==> config.mk <==
export PLATFORM = sky130hd
export DESIGN_NAME = lane_departure_detect_flat
export DESIGN_NICKNAME = d
export VERILOG_FILES = /design/src/rtl/lane_departure_detect_if.sv /design/src/rtl/lane_departure_detect.sv /design/src/flat_wrapper.sv
export SDC_FILE = /design/constraint.sdc
export NUM_CORES = 1
export LEC_CHECK = 0
export CORE_MARGIN = 2
export CORE_UTILIZATION = 30
export DETAILED_ROUTE_END_ITERATION = 8
export DONT_BUFFER_PORTS = 1
export PLACE_DENSITY = 0.55
export SLEW_MARGIN = 25
export SYNTH_ARGS = -nofsm -noshare
export SYNTH_HDL_FRONTEND = slang
export SYNTH_SLANG_ARGS = --single-unit
==> constraint.sdc <==
create_clock -name clk_i -period 5.25 [get_ports clk_i]
set_input_delay 1.05 -clock clk_i [delete_from_list [all_inputs] [get_ports clk_i]]
set_output_delay 1.05 -clock clk_i [all_outputs]
set_load 0.005 [all_outputs]
==> src/rtl/lane_departure_detect_if.sv <==
`default_nettype none
// ============================================================================
// Module  : lane_departure_detect_if
// Purpose : Signal bundle between the sensor/driver-input side and the lane
//           departure front end. Master drives the raw inputs, slave returns
//           the registered assist requests.
// Revision: 1.0 - initial release
// ============================================================================
interface lane_departure_detect_if;
  logic              tick;
  logic              offset_valid;
  logic signed [7:0] offset;
  logic              turn_left;
  logic              turn_right;
  logic              disable_btn;
  logic        [7:0] speed;
  logic              assist_right;
  logic              assist_left;
  logic              assist_disable;
  logic              sensor_fault;

  modport master (
    output tick, offset_valid, offset, turn_left, turn_right, disable_btn, speed,
    input  assist_right, assist_left, assist_disable, sensor_fault
  );

  modport slave (
    input  tick, offset_valid, offset, turn_left, turn_right, disable_btn, speed,
    output assist_right, assist_left, assist_disable, sensor_fault
  );
endinterface
`default_nettype wire

==> src/rtl/lane_departure_detect.sv <==
`default_nettype none
// ============================================================================
// Module  : lane_departure_detect
// Purpose : Qualifies lateral-offset samples into left/right departure
//           requests with persistence and hysteresis, suppresses intentional
//           lane changes around turn signals, debounces the disable button
//           into a toggle and flags a stale lateral sensor.
// Revision: 1.0 - initial release
// ============================================================================
module lane_departure_detect #(
  parameter int THRESH    = 20,
  parameter int HYST      = 5,
  parameter int PERSIST   = 4,
  parameter int HOLDOFF   = 50,
  parameter int DEBOUNCE  = 3,
  parameter int TIMEOUT   = 8,
  parameter int MIN_SPEED = 40
) (
  input  logic                   clk_i,
  input  logic                   rst_i,
  lane_departure_detect_if.slave lane_if
);

  localparam int c_hold_w  = (HOLDOFF > 0) ? $clog2(HOLDOFF + 1) : 1;
  localparam int c_stale_w = $clog2(TIMEOUT + 1);
  localparam int c_deb_w   = $clog2(DEBOUNCE + 1);
  localparam int c_pers_w  = $clog2(PERSIST + 1);

  localparam logic [c_hold_w-1:0]  c_hold       = c_hold_w'(HOLDOFF);
  localparam logic [c_hold_w-1:0]  c_hold_one   = c_hold_w'(1);
  localparam logic [c_stale_w-1:0] c_timeout    = c_stale_w'(TIMEOUT);
  localparam logic [c_stale_w-1:0] c_stale_one  = c_stale_w'(1);
  localparam logic [c_deb_w-1:0]   c_deb_last   = c_deb_w'(DEBOUNCE - 1);
  localparam logic [c_deb_w-1:0]   c_deb_one    = c_deb_w'(1);
  localparam logic [c_pers_w-1:0]  c_pers_last  = c_pers_w'(PERSIST - 1);
  localparam logic [c_pers_w-1:0]  c_pers_one   = c_pers_w'(1);
  localparam logic [7:0]           c_min_speed  = 8'(MIN_SPEED);

  // Thresholds held in 9 signed bits so -THRESH and the offset compare cleanly.
  localparam logic signed [8:0] c_thr_pos = 9'(THRESH);
  localparam logic signed [8:0] c_thr_neg = 9'(-THRESH);
  localparam logic signed [8:0] c_clr_pos = 9'(THRESH - HYST);
  localparam logic signed [8:0] c_clr_neg = 9'(HYST - THRESH);

  typedef enum logic [2:0] {
    S_IDLE   = 3'd0,
    S_PEND_R = 3'd1,
    S_PEND_L = 3'd2,
    S_DEP_R  = 3'd3,
    S_DEP_L  = 3'd4
  } state_t;

  state_t                state_q;
  logic [c_pers_w-1:0]   pers_q;
  logic                  assist_r_q, assist_l_q;
  logic [c_hold_w-1:0]   hold_r_q, hold_r_d, hold_l_q, hold_l_d;
  logic [c_stale_w-1:0]  stale_q, stale_d;
  logic [c_deb_w-1:0]    deb_cnt_q, deb_cnt_d;
  logic                  deb_q, deb_d;
  logic                  dis_latch_q, dis_latch_d;
  logic                  fault_q, dis_q;

  logic signed [8:0]     w_off;
  logic                  w_right, w_left, w_clr_r, w_clr_l;
  logic                  w_sup_r, w_sup_l;
  logic                  w_fault_d, w_dis_d;

  assign w_off   = {lane_if.offset[7], lane_if.offset};
  assign w_right = (w_off > c_thr_pos);
  assign w_left  = (w_off < c_thr_neg);
  assign w_clr_r = (w_off < c_clr_pos);
  assign w_clr_l = (w_off > c_clr_neg);

  // A side is blocked while its signal is on and for HOLDOFF ticks after it drops.
  assign w_sup_r = lane_if.turn_right | (hold_r_q != '0);
  assign w_sup_l = lane_if.turn_left  | (hold_l_q != '0);

  // Next-state of holdoff timers, stale counter and button debouncer.
  always_comb begin
    hold_r_d    = hold_r_q;
    hold_l_d    = hold_l_q;
    stale_d     = stale_q;
    deb_cnt_d   = deb_cnt_q;
    deb_d       = deb_q;
    dis_latch_d = dis_latch_q;

    if (lane_if.turn_right)                     hold_r_d = c_hold;
    else if (lane_if.tick && hold_r_q != '0)    hold_r_d = hold_r_q - c_hold_one;
    if (lane_if.turn_left)                      hold_l_d = c_hold;
    else if (lane_if.tick && hold_l_q != '0)    hold_l_d = hold_l_q - c_hold_one;

    // A fresh sample wins over a simultaneous tick.
    if (lane_if.offset_valid)                   stale_d = '0;
    else if (lane_if.tick && stale_q != c_timeout) stale_d = stale_q + c_stale_one;

    if (lane_if.tick) begin
      if (lane_if.disable_btn != deb_q) begin
        if (deb_cnt_q == c_deb_last) begin
          deb_d     = lane_if.disable_btn;
          deb_cnt_d = '0;
          if (lane_if.disable_btn) dis_latch_d = ~dis_latch_q;
        end else begin
          deb_cnt_d = deb_cnt_q + c_deb_one;
        end
      end else begin
        deb_cnt_d = '0;
      end
    end
  end

  // Fault and disable are taken from next-state values so they land one register stage after their cause.
  assign w_fault_d = (stale_d >= c_timeout);
  assign w_dis_d   = dis_latch_d | (lane_if.speed < c_min_speed) | w_fault_d;

  // Timer, debounce and disable registers.
  always_ff @(posedge clk_i or posedge rst_i) begin
    if (rst_i) begin
      hold_r_q    <= '0;
      hold_l_q    <= '0;
      stale_q     <= '0;
      deb_cnt_q   <= '0;
      deb_q       <= 1'b0;
      dis_latch_q <= 1'b0;
      fault_q     <= 1'b0;
      dis_q       <= 1'b0;
    end else begin
      hold_r_q    <= hold_r_d;
      hold_l_q    <= hold_l_d;
      stale_q     <= stale_d;
      deb_cnt_q   <= deb_cnt_d;
      deb_q       <= deb_d;
      dis_latch_q <= dis_latch_d;
      fault_q     <= w_fault_d;
      dis_q       <= w_dis_d;
    end
  end

  // Departure FSM with registered assist outputs; disable and suppression override sampling.
  always_ff @(posedge clk_i or posedge rst_i) begin
    if (rst_i) begin
      state_q    <= S_IDLE;
      pers_q     <= '0;
      assist_r_q <= 1'b0;
      assist_l_q <= 1'b0;
    end else if (w_dis_d) begin
      state_q    <= S_IDLE;
      pers_q     <= '0;
      assist_r_q <= 1'b0;
      assist_l_q <= 1'b0;
    end else begin
      case (state_q)
        S_IDLE: begin
          if (lane_if.offset_valid && w_right && !w_sup_r) begin
            if (PERSIST == 1) begin
              state_q    <= S_DEP_R;
              assist_r_q <= 1'b1;
            end else begin
              state_q <= S_PEND_R;
              pers_q  <= c_pers_one;
            end
          end else if (lane_if.offset_valid && w_left && !w_sup_l) begin
            if (PERSIST == 1) begin
              state_q    <= S_DEP_L;
              assist_l_q <= 1'b1;
            end else begin
              state_q <= S_PEND_L;
              pers_q  <= c_pers_one;
            end
          end
        end
        S_PEND_R: begin
          if (w_sup_r) begin
            state_q <= S_IDLE;
            pers_q  <= '0;
          end else if (lane_if.offset_valid) begin
            if (w_right && pers_q == c_pers_last) begin
              state_q    <= S_DEP_R;
              pers_q     <= '0;
              assist_r_q <= 1'b1;
            end else if (w_right) begin
              pers_q <= pers_q + c_pers_one;
            end else begin
              state_q <= S_IDLE;
              pers_q  <= '0;
            end
          end
        end
        S_PEND_L: begin
          if (w_sup_l) begin
            state_q <= S_IDLE;
            pers_q  <= '0;
          end else if (lane_if.offset_valid) begin
            if (w_left && pers_q == c_pers_last) begin
              state_q    <= S_DEP_L;
              pers_q     <= '0;
              assist_l_q <= 1'b1;
            end else if (w_left) begin
              pers_q <= pers_q + c_pers_one;
            end else begin
              state_q <= S_IDLE;
              pers_q  <= '0;
            end
          end
        end
        S_DEP_R: begin
          if (w_sup_r || (lane_if.offset_valid && w_clr_r)) begin
            state_q    <= S_IDLE;
            assist_r_q <= 1'b0;
          end
        end
        S_DEP_L: begin
          if (w_sup_l || (lane_if.offset_valid && w_clr_l)) begin
            state_q    <= S_IDLE;
            assist_l_q <= 1'b0;
          end
        end
        default: begin
          state_q    <= S_IDLE;
          pers_q     <= '0;
          assist_r_q <= 1'b0;
          assist_l_q <= 1'b0;
        end
      endcase
    end
  end

  assign lane_if.assist_right   = assist_r_q;
  assign lane_if.assist_left    = assist_l_q;
  assign lane_if.assist_disable = dis_q;
  assign lane_if.sensor_fault   = fault_q;

endmodule
`default_nettype wire

==> src/flat_wrapper.sv <==
// flat-port wrapper written by rule: the top's interface ports become plain ports
module lane_departure_detect_flat 
#(
  parameter int THRESH    = 20,
  parameter int HYST      = 5,
  parameter int PERSIST   = 4,
  parameter int HOLDOFF   = 50,
  parameter int DEBOUNCE  = 3,
  parameter int TIMEOUT   = 8,
  parameter int MIN_SPEED = 40
)
  (clk_i, rst_i, lane_if_tick, lane_if_offset_valid, lane_if_offset, lane_if_turn_left, lane_if_turn_right, lane_if_disable_btn, lane_if_speed, lane_if_assist_right, lane_if_assist_left, lane_if_assist_disable, lane_if_sensor_fault);
  lane_departure_detect_if lane_if_i ();
  input  logic clk_i;
  input  logic rst_i;
  input wire logic [$bits(lane_if_i.tick)-1:0] lane_if_tick;
  input wire logic [$bits(lane_if_i.offset_valid)-1:0] lane_if_offset_valid;
  input wire logic [$bits(lane_if_i.offset)-1:0] lane_if_offset;
  input wire logic [$bits(lane_if_i.turn_left)-1:0] lane_if_turn_left;
  input wire logic [$bits(lane_if_i.turn_right)-1:0] lane_if_turn_right;
  input wire logic [$bits(lane_if_i.disable_btn)-1:0] lane_if_disable_btn;
  input wire logic [$bits(lane_if_i.speed)-1:0] lane_if_speed;
  output wire logic [$bits(lane_if_i.assist_right)-1:0] lane_if_assist_right;
  output wire logic [$bits(lane_if_i.assist_left)-1:0] lane_if_assist_left;
  output wire logic [$bits(lane_if_i.assist_disable)-1:0] lane_if_assist_disable;
  output wire logic [$bits(lane_if_i.sensor_fault)-1:0] lane_if_sensor_fault;
  assign lane_if_i.tick = lane_if_tick;
  assign lane_if_i.offset_valid = lane_if_offset_valid;
  assign lane_if_i.offset = lane_if_offset;
  assign lane_if_i.turn_left = lane_if_turn_left;
  assign lane_if_i.turn_right = lane_if_turn_right;
  assign lane_if_i.disable_btn = lane_if_disable_btn;
  assign lane_if_i.speed = lane_if_speed;
  assign lane_if_assist_right = lane_if_i.assist_right;
  assign lane_if_assist_left = lane_if_i.assist_left;
  assign lane_if_assist_disable = lane_if_i.assist_disable;
  assign lane_if_sensor_fault = lane_if_i.sensor_fault;
  lane_departure_detect #(.THRESH(THRESH), .HYST(HYST), .PERSIST(PERSIST), .HOLDOFF(HOLDOFF), .DEBOUNCE(DEBOUNCE), .TIMEOUT(TIMEOUT), .MIN_SPEED(MIN_SPEED)) u_core (.clk_i(clk_i), .rst_i(rst_i), .lane_if(lane_if_i));
endmodule
Yosys cells after proc, flatten, opt, wreduce, memory -nomap -nowiden --
Cells that the tools add are included.
Operators by class: add/sub/neg operators 5, $lt $le $gt $ge 6, equal/unequal tests 24, muxes and demuxes 50, bitwise operators 5, reduce and logical (&&, ||, !) cells 28
Operators by type and width (number):
- $mux 3 | 24
- $mux 6 | 4
- $lt 8x6->1 const B | 2
- $pmux 3 s5 | 1
- $mux 1 | 14
- $ne 3x1->1 const B | 4
- $pmux 3 s4 | 1
- $reduce_bool 6->1 | 2
- $sub 6x1->6 const B | 2
- $logic_and 1x1->1 | 11
- $ne 5x5->1 const B | 2
- $reduce_and 5->1 | 2
- $eq 3x2->1 const B | 3
- $gt 8x5->1 const B | 1
- $gt 8x6->1 const B | 1
- $lt 8x5->1 const B | 1
- $mux 4 | 2
- $ne 4x2->1 const B | 2
- $reduce_and 7->1 | 1
- $ne 2x1->1 const B | 3
- $ne 3x2->1 const B | 2
- $ne 3x3->1 const B | 2
- $pmux 1 s3 | 2
- $reduce_or 3->1 | 2
- other kinds (20) | 27
Word-level totals: register bits 30, input bits 23, output and inout port bits 4

Longest topological paths before layout --
depth after elaboration 9, gate-level depth with buffers 8

Worst setup path before layout --
Ideal clock, no wire load.
path type input -> register, start input port lane_if_offset[6], end register u_core.pers_q[2], setup time 0.078 ns, arrival 2.338 ns, required time 5.172 ns, path slack 2.834 ns, cell stages on the path 6, path through nor3_1 a2111o_1 nor4_2 o21bai_1 or3_1 a21oi_1
On the way: word-level cells in the longest chain between the ends 7, elaborated cells between the ends (all ways) 21, classes of those cells order compare (2); eq/ne (1); mux (11); reduce/logical (7)
Ends and longest elaborated chain:
- from (decl) | RTL line flat_wrapper.sv:18 | input wire logic [$bits(lane_if_i.offset)-1:0] lane_if_offset;
- $lt 8x6->1 / $gt 8x6->1 (equally long branches) | RTL line lane_departure_detect.sv:70, lane_departure_detect.sv:69
- $mux 3 (tied with other cells) | RTL line lane_departure_detect.sv:197 | end else if (w_left) begin
- $mux 3 (on tied branches) | RTL line lane_departure_detect.sv:193, lane_departure_detect.sv:176
- $mux 3 (on tied branches) | RTL line lane_departure_detect.sv:192, lane_departure_detect.sv:175
- $mux 3 (on tied branches) | RTL line lane_departure_detect.sv:189, lane_departure_detect.sv:172
- $pmux 3 s4 | RTL line lane_departure_detect.sv:151 | case (state_q)
- $mux 3 | RTL line lane_departure_detect.sv:145 | end else if (w_dis_d) begin
- to (signal assigned) | RTL line lane_departure_detect.sv:159 | pers_q <= c_pers_one;
- to (signal assigned) | RTL line lane_departure_detect.sv:167 | pers_q <= c_pers_one;
- to (signal assigned) | RTL line lane_departure_detect.sv:198 | pers_q <= pers_q + c_pers_one;
- to (decl) | RTL line lane_departure_detect.sv:54 | logic [c_pers_w-1:0] pers_q;
Several ways; a longest one is shown, not always the timed one. The select of a mux whose other input is x is not followed. A chain may end at the register's enable or synchronous reset.

Final worst setup path --
start input port lane_if_offset[1], end register u_core.state_q[0]
On the way: word-level cells in the longest chain between the ends 7, elaborated cells between the ends (all ways) 29, classes of those cells order compare (4); eq/ne (5); mux (9); reduce/logical (11)
Ends and longest elaborated chain:
- $lt 8x6->1 / $gt 8x6->1 (equally long branches) | RTL line lane_departure_detect.sv:70, lane_departure_detect.sv:69
- $logic_and 1x1->1 (on tied branches) | RTL line lane_departure_detect.sv:193, lane_departure_detect.sv:176
- $mux 3 (on tied branches) | RTL line lane_departure_detect.sv:193, lane_departure_detect.sv:176
- $mux 3 (on tied branches) | RTL line lane_departure_detect.sv:192, lane_departure_detect.sv:175
- $mux 3 (on tied branches) | RTL line lane_departure_detect.sv:189, lane_departure_detect.sv:172
- $pmux 3 s5 | RTL line lane_departure_detect.sv:151
- $mux 3 | RTL line lane_departure_detect.sv:145
- to (signal assigned) | RTL line lane_departure_detect.sv:146 | state_q <= S_IDLE;
- to (signal assigned) | RTL line lane_departure_detect.sv:190 | state_q <= S_IDLE;
- to (signal assigned) | RTL line lane_departure_detect.sv:194 | state_q <= S_DEP_L;
- to (decl) | RTL line lane_departure_detect.sv:53 | state_t state_q;
Several ways; a longest one is shown, not always the timed one. The select of a mux whose other input is x is not followed.

==> impl_metrics.yaml <==
run_status:
  outcome: "finished, final reports clean"
power_and_ir_drop:
  powerDensity_nw_per_um2: 296.5
  leakage_nw: 0.8209
  ir_worst_vdd_mv: 0.1629
layout:
  fill_cells: 645
  layout.nets: 240
  area_growth_pct: 9.239
  layout-drive-gt1-share: 0.08962
  final_core_util: 0.3347
  diodes: 0
clock_network:
  cts_resized: 0
  cts_buffers: 5
  cts_setup_buffers: 0
  cts.sinks: 30
  cts_hold_buf: 0
  cts_tree: "yes"
  cts_buffer_depth: 2
  cts.htree.levels: 2
  path_clk_slew_ps: 70
  root_buffer: "clkbuf_8"
  insertion_delay_ps: 280
sta:
  worst_pin_slew_ps: 763.7
  fin_crit_sh: 0.4531
  skew_ps: 6.622
  worst_slack_ps: 2871
  period_needed_ps: 2379
  finalHoldViolCount: 0
  tns_ps: 0
  drv_slew: 0
  fmax_ghz: 0.4204
  setup_viol: 0
  slew_headroom: 0.4777
  rsz0062_at_grt: "false"
global_routing:
  grt_max_degree: 31
  grt_usage: 0.1246
  grt.overflow.total: 0
  grt_pass1_wl_um: 7120
  antenna_found_initial: 0
  grt_pass1_vias: 1519
critical_path:
  cp_data_required_time_ps: 5460
  r2r-end: "u_core.state_q[1]"
  end_kind: "flip-flop"
  cp-start-kind: "input port"
  ff2ff_setup_slack_ps: 2990
  rr_startpoint: "u_core.hold_r_q[0]"
  cp.arrival_ps: 2590
  worstSetupPathType: "input port to flip-flop"
  r2r_cells: 8
  crit_path_max_fanout: 3
floorplanning:
  floorplan.initialDensity: 0.3064
  dieWidth_um: 84.07
  rows: 29
  die_area_sq_um: 7067
  core_sq_um: 6277
  die_h_um: 84.07
  ios: 27
routing:
  vias_per_cell: 5.332
  final_antenna_net_count: 0
  drt-pass1-iter-count: 4
  first_iter_violations: 82
  wl_um: 4121
  vias: 1541
  wire_per_inst_um: 14.26
  drcViolationCount: 0
synth:
  yosysMostFrequentCell: "dfrtp_1"
  synth_common_cells: "dfrtp_1 (30), nor2_1 (24), inv_1 (13), a21oi_1 (10)"
  seq_area_frac_synth: 0.3904
  synth_top_area_frac: 0.3904
  ys_seq_elements: 30
  synth_edf_count: 0
  yosysTopAreaCell: "dfrtp_1"
  synth_area_sq_um: 1923
  synthTopCellsByArea: "dfrtp_1 (39%), nor2_1 (4.7%), ha_1 (3.9%), xnor2_1 (3.6%), xor2_1 (2.7%)"
  async_reset_ff_frac: 1.000
  ys_types: 54
  synthFlopType: "dfrtp_1"
  ys_warn_count: 0
  synth_nets: 241
  avgSynthCellArea_sq_um: 9.071
  synth_cells: 212
min_path:
  hold_depth: 1
  hold_end: "u_core.dis_latch_q"
  hp-class: "flip-flop to flip-flop"
  min_from: "u_core.dis_latch_q"
place:
  gp_congestion: 0.8275
  hpwl_um: 2921
  pre_cts_slack_ps: 2619
  port_buffers: 0
run:
  drv_cap: 0
cell families (layout without fill, tap and decap cells):
family | Yosys count | in the layout | synth area share
AND/OR/NAND/NOR | 91 | 91 | 0.2804
adder cells (fa/ha/maj) | 7 | 7 | 0.04424
XOR/XNOR | 14 | 14 | 0.06376
multiplexers | 4 | 4 | 0.02147
flip-flops | 30 | 30 | 0.3904
AO/OA/AOI/OAI | 44 | 44 | 0.1555
buffers and inverters | 22 | 22 | 0.04424
worst max-delay path by stage:
stage / end / from / depth (start not counted)
detailed placement: u_core.state_q[1] / lane_if_offset[1] / 6
global route: u_core.state_q[1] / lane_if_offset[1] / 6
CTS: u_core.state_q[0] / lane_if_offset[1] / 6
finish: u_core.state_q[0] / lane_if_offset[1] / 6
global placement: u_core.state_q[1] / lane_if_offset[1] / 6
floorplan: u_core.pers_q[2] / lane_if_offset[6] / 6
power by group:
part / internal (mW) / leakage, nW / total (mW) / switching, mW
sequential: 0.261 / 0.379 / 0.290 / 0.0293
combinational: 0.0521 / 0.384 / 0.115 / 0.0631
clock: 0.132 / 0.0575 / 0.217 / 0.0851
total: 0.445 / 0.821 / 0.623 / 0.177
layout make-up:
type | count | area (sq um) | area share
Sequential cell | 30 | 750.7 | 0.3574
Multi-Input combinational cell | 160 | 1087 | 0.5176
Timing Repair Buffer | 1 | 7.507 | 0.003574
Inverter | 13 | 48.80 | 0.02323
Tap cell | 77 | 96.34 | 0.04586
Clock buffer | 8 | 110.1 | 0.05241
per-layer routing:
metal | vias to the layer above | share of wire | GRT usage
met5 | - | 0 | 0
met4 | 0 | 0.012 | 0.03959
met3 | 5 | 0.045 | 0.03165
met2 | 39 | 0.45 | 0.1883
met1 | 733 | 0.50 | 0.1739
li1 | 764 | - | -
sequential cells by signal, summed over array words and instances, names as in the netlist:
register	count
u_core.lane_if.assist_disable	1
u_core.deb_cnt_q	2
u_core.hold_l_q	6
u_core.deb_q	1
u_core.stale_q	4
u_core.lane_if.assist_left	1
u_core.dis_latch_q	1
u_core.pers_q	3
u_core.state_q	3
u_core.lane_if.assist_right	1
u_core.lane_if.sensor_fault	1
u_core.hold_r_q	6
stage by stage:
| stage | power [mW] | std cells | instance area [sq um] | hold slack (ps) |
|---|---|---|---|---|
| after floorplan | 0.3873 | 212 | 1923 | 435.9 |
| after global placement | 0.4078 | 281 | 1991 | 452.9 |
| after detailed placement | 0.4117 | 281 | 1991 | 457.3 |
| after CTS | 0.6354 | 289 | 2101 | 470.1 |
| after global routing | 0.6642 | 289 | 2101 | 497.8 |
| final | 0.6229 | 289 | 2101 | 468.2 |
layout by cell type, fill, tap and decap left out, types with 2 or more instances in the layout:
cell type and instances:
o21ai_0 8, a21oi_1 10, and3_1 2, o21ai_1 2, mux2i_1 3, or3b_1 2
nor3b_1 2, o22ai_1 2, or3_1 3, ha_1 6, inv_1 13, or4_1 2
nand3b_1 2, a31oi_1 2, a211o_1 4, xnor2_1 8, and4b_1 3, nor4_1 4
nor3_1 9, a211oi_1 2, a21o_1 2, nand2_1 9, xor2_1 6, nor2_1 24
nand4_1 5, nor2b_1 2, dfrtp_1 30, clkbuf_8 8, o21bai_1 2, nor3b_2 2
nand3_1 5, nand2b_1 7
critical path, stage by stage:
cell and delay [ps]:
o21ai_1 70, a2111oi_0 690, nand3_1 220, a21oi_1 270, o21ai_0 110, a21oi_1 170
Note: power is estimated with default switching activity, not from simulation.
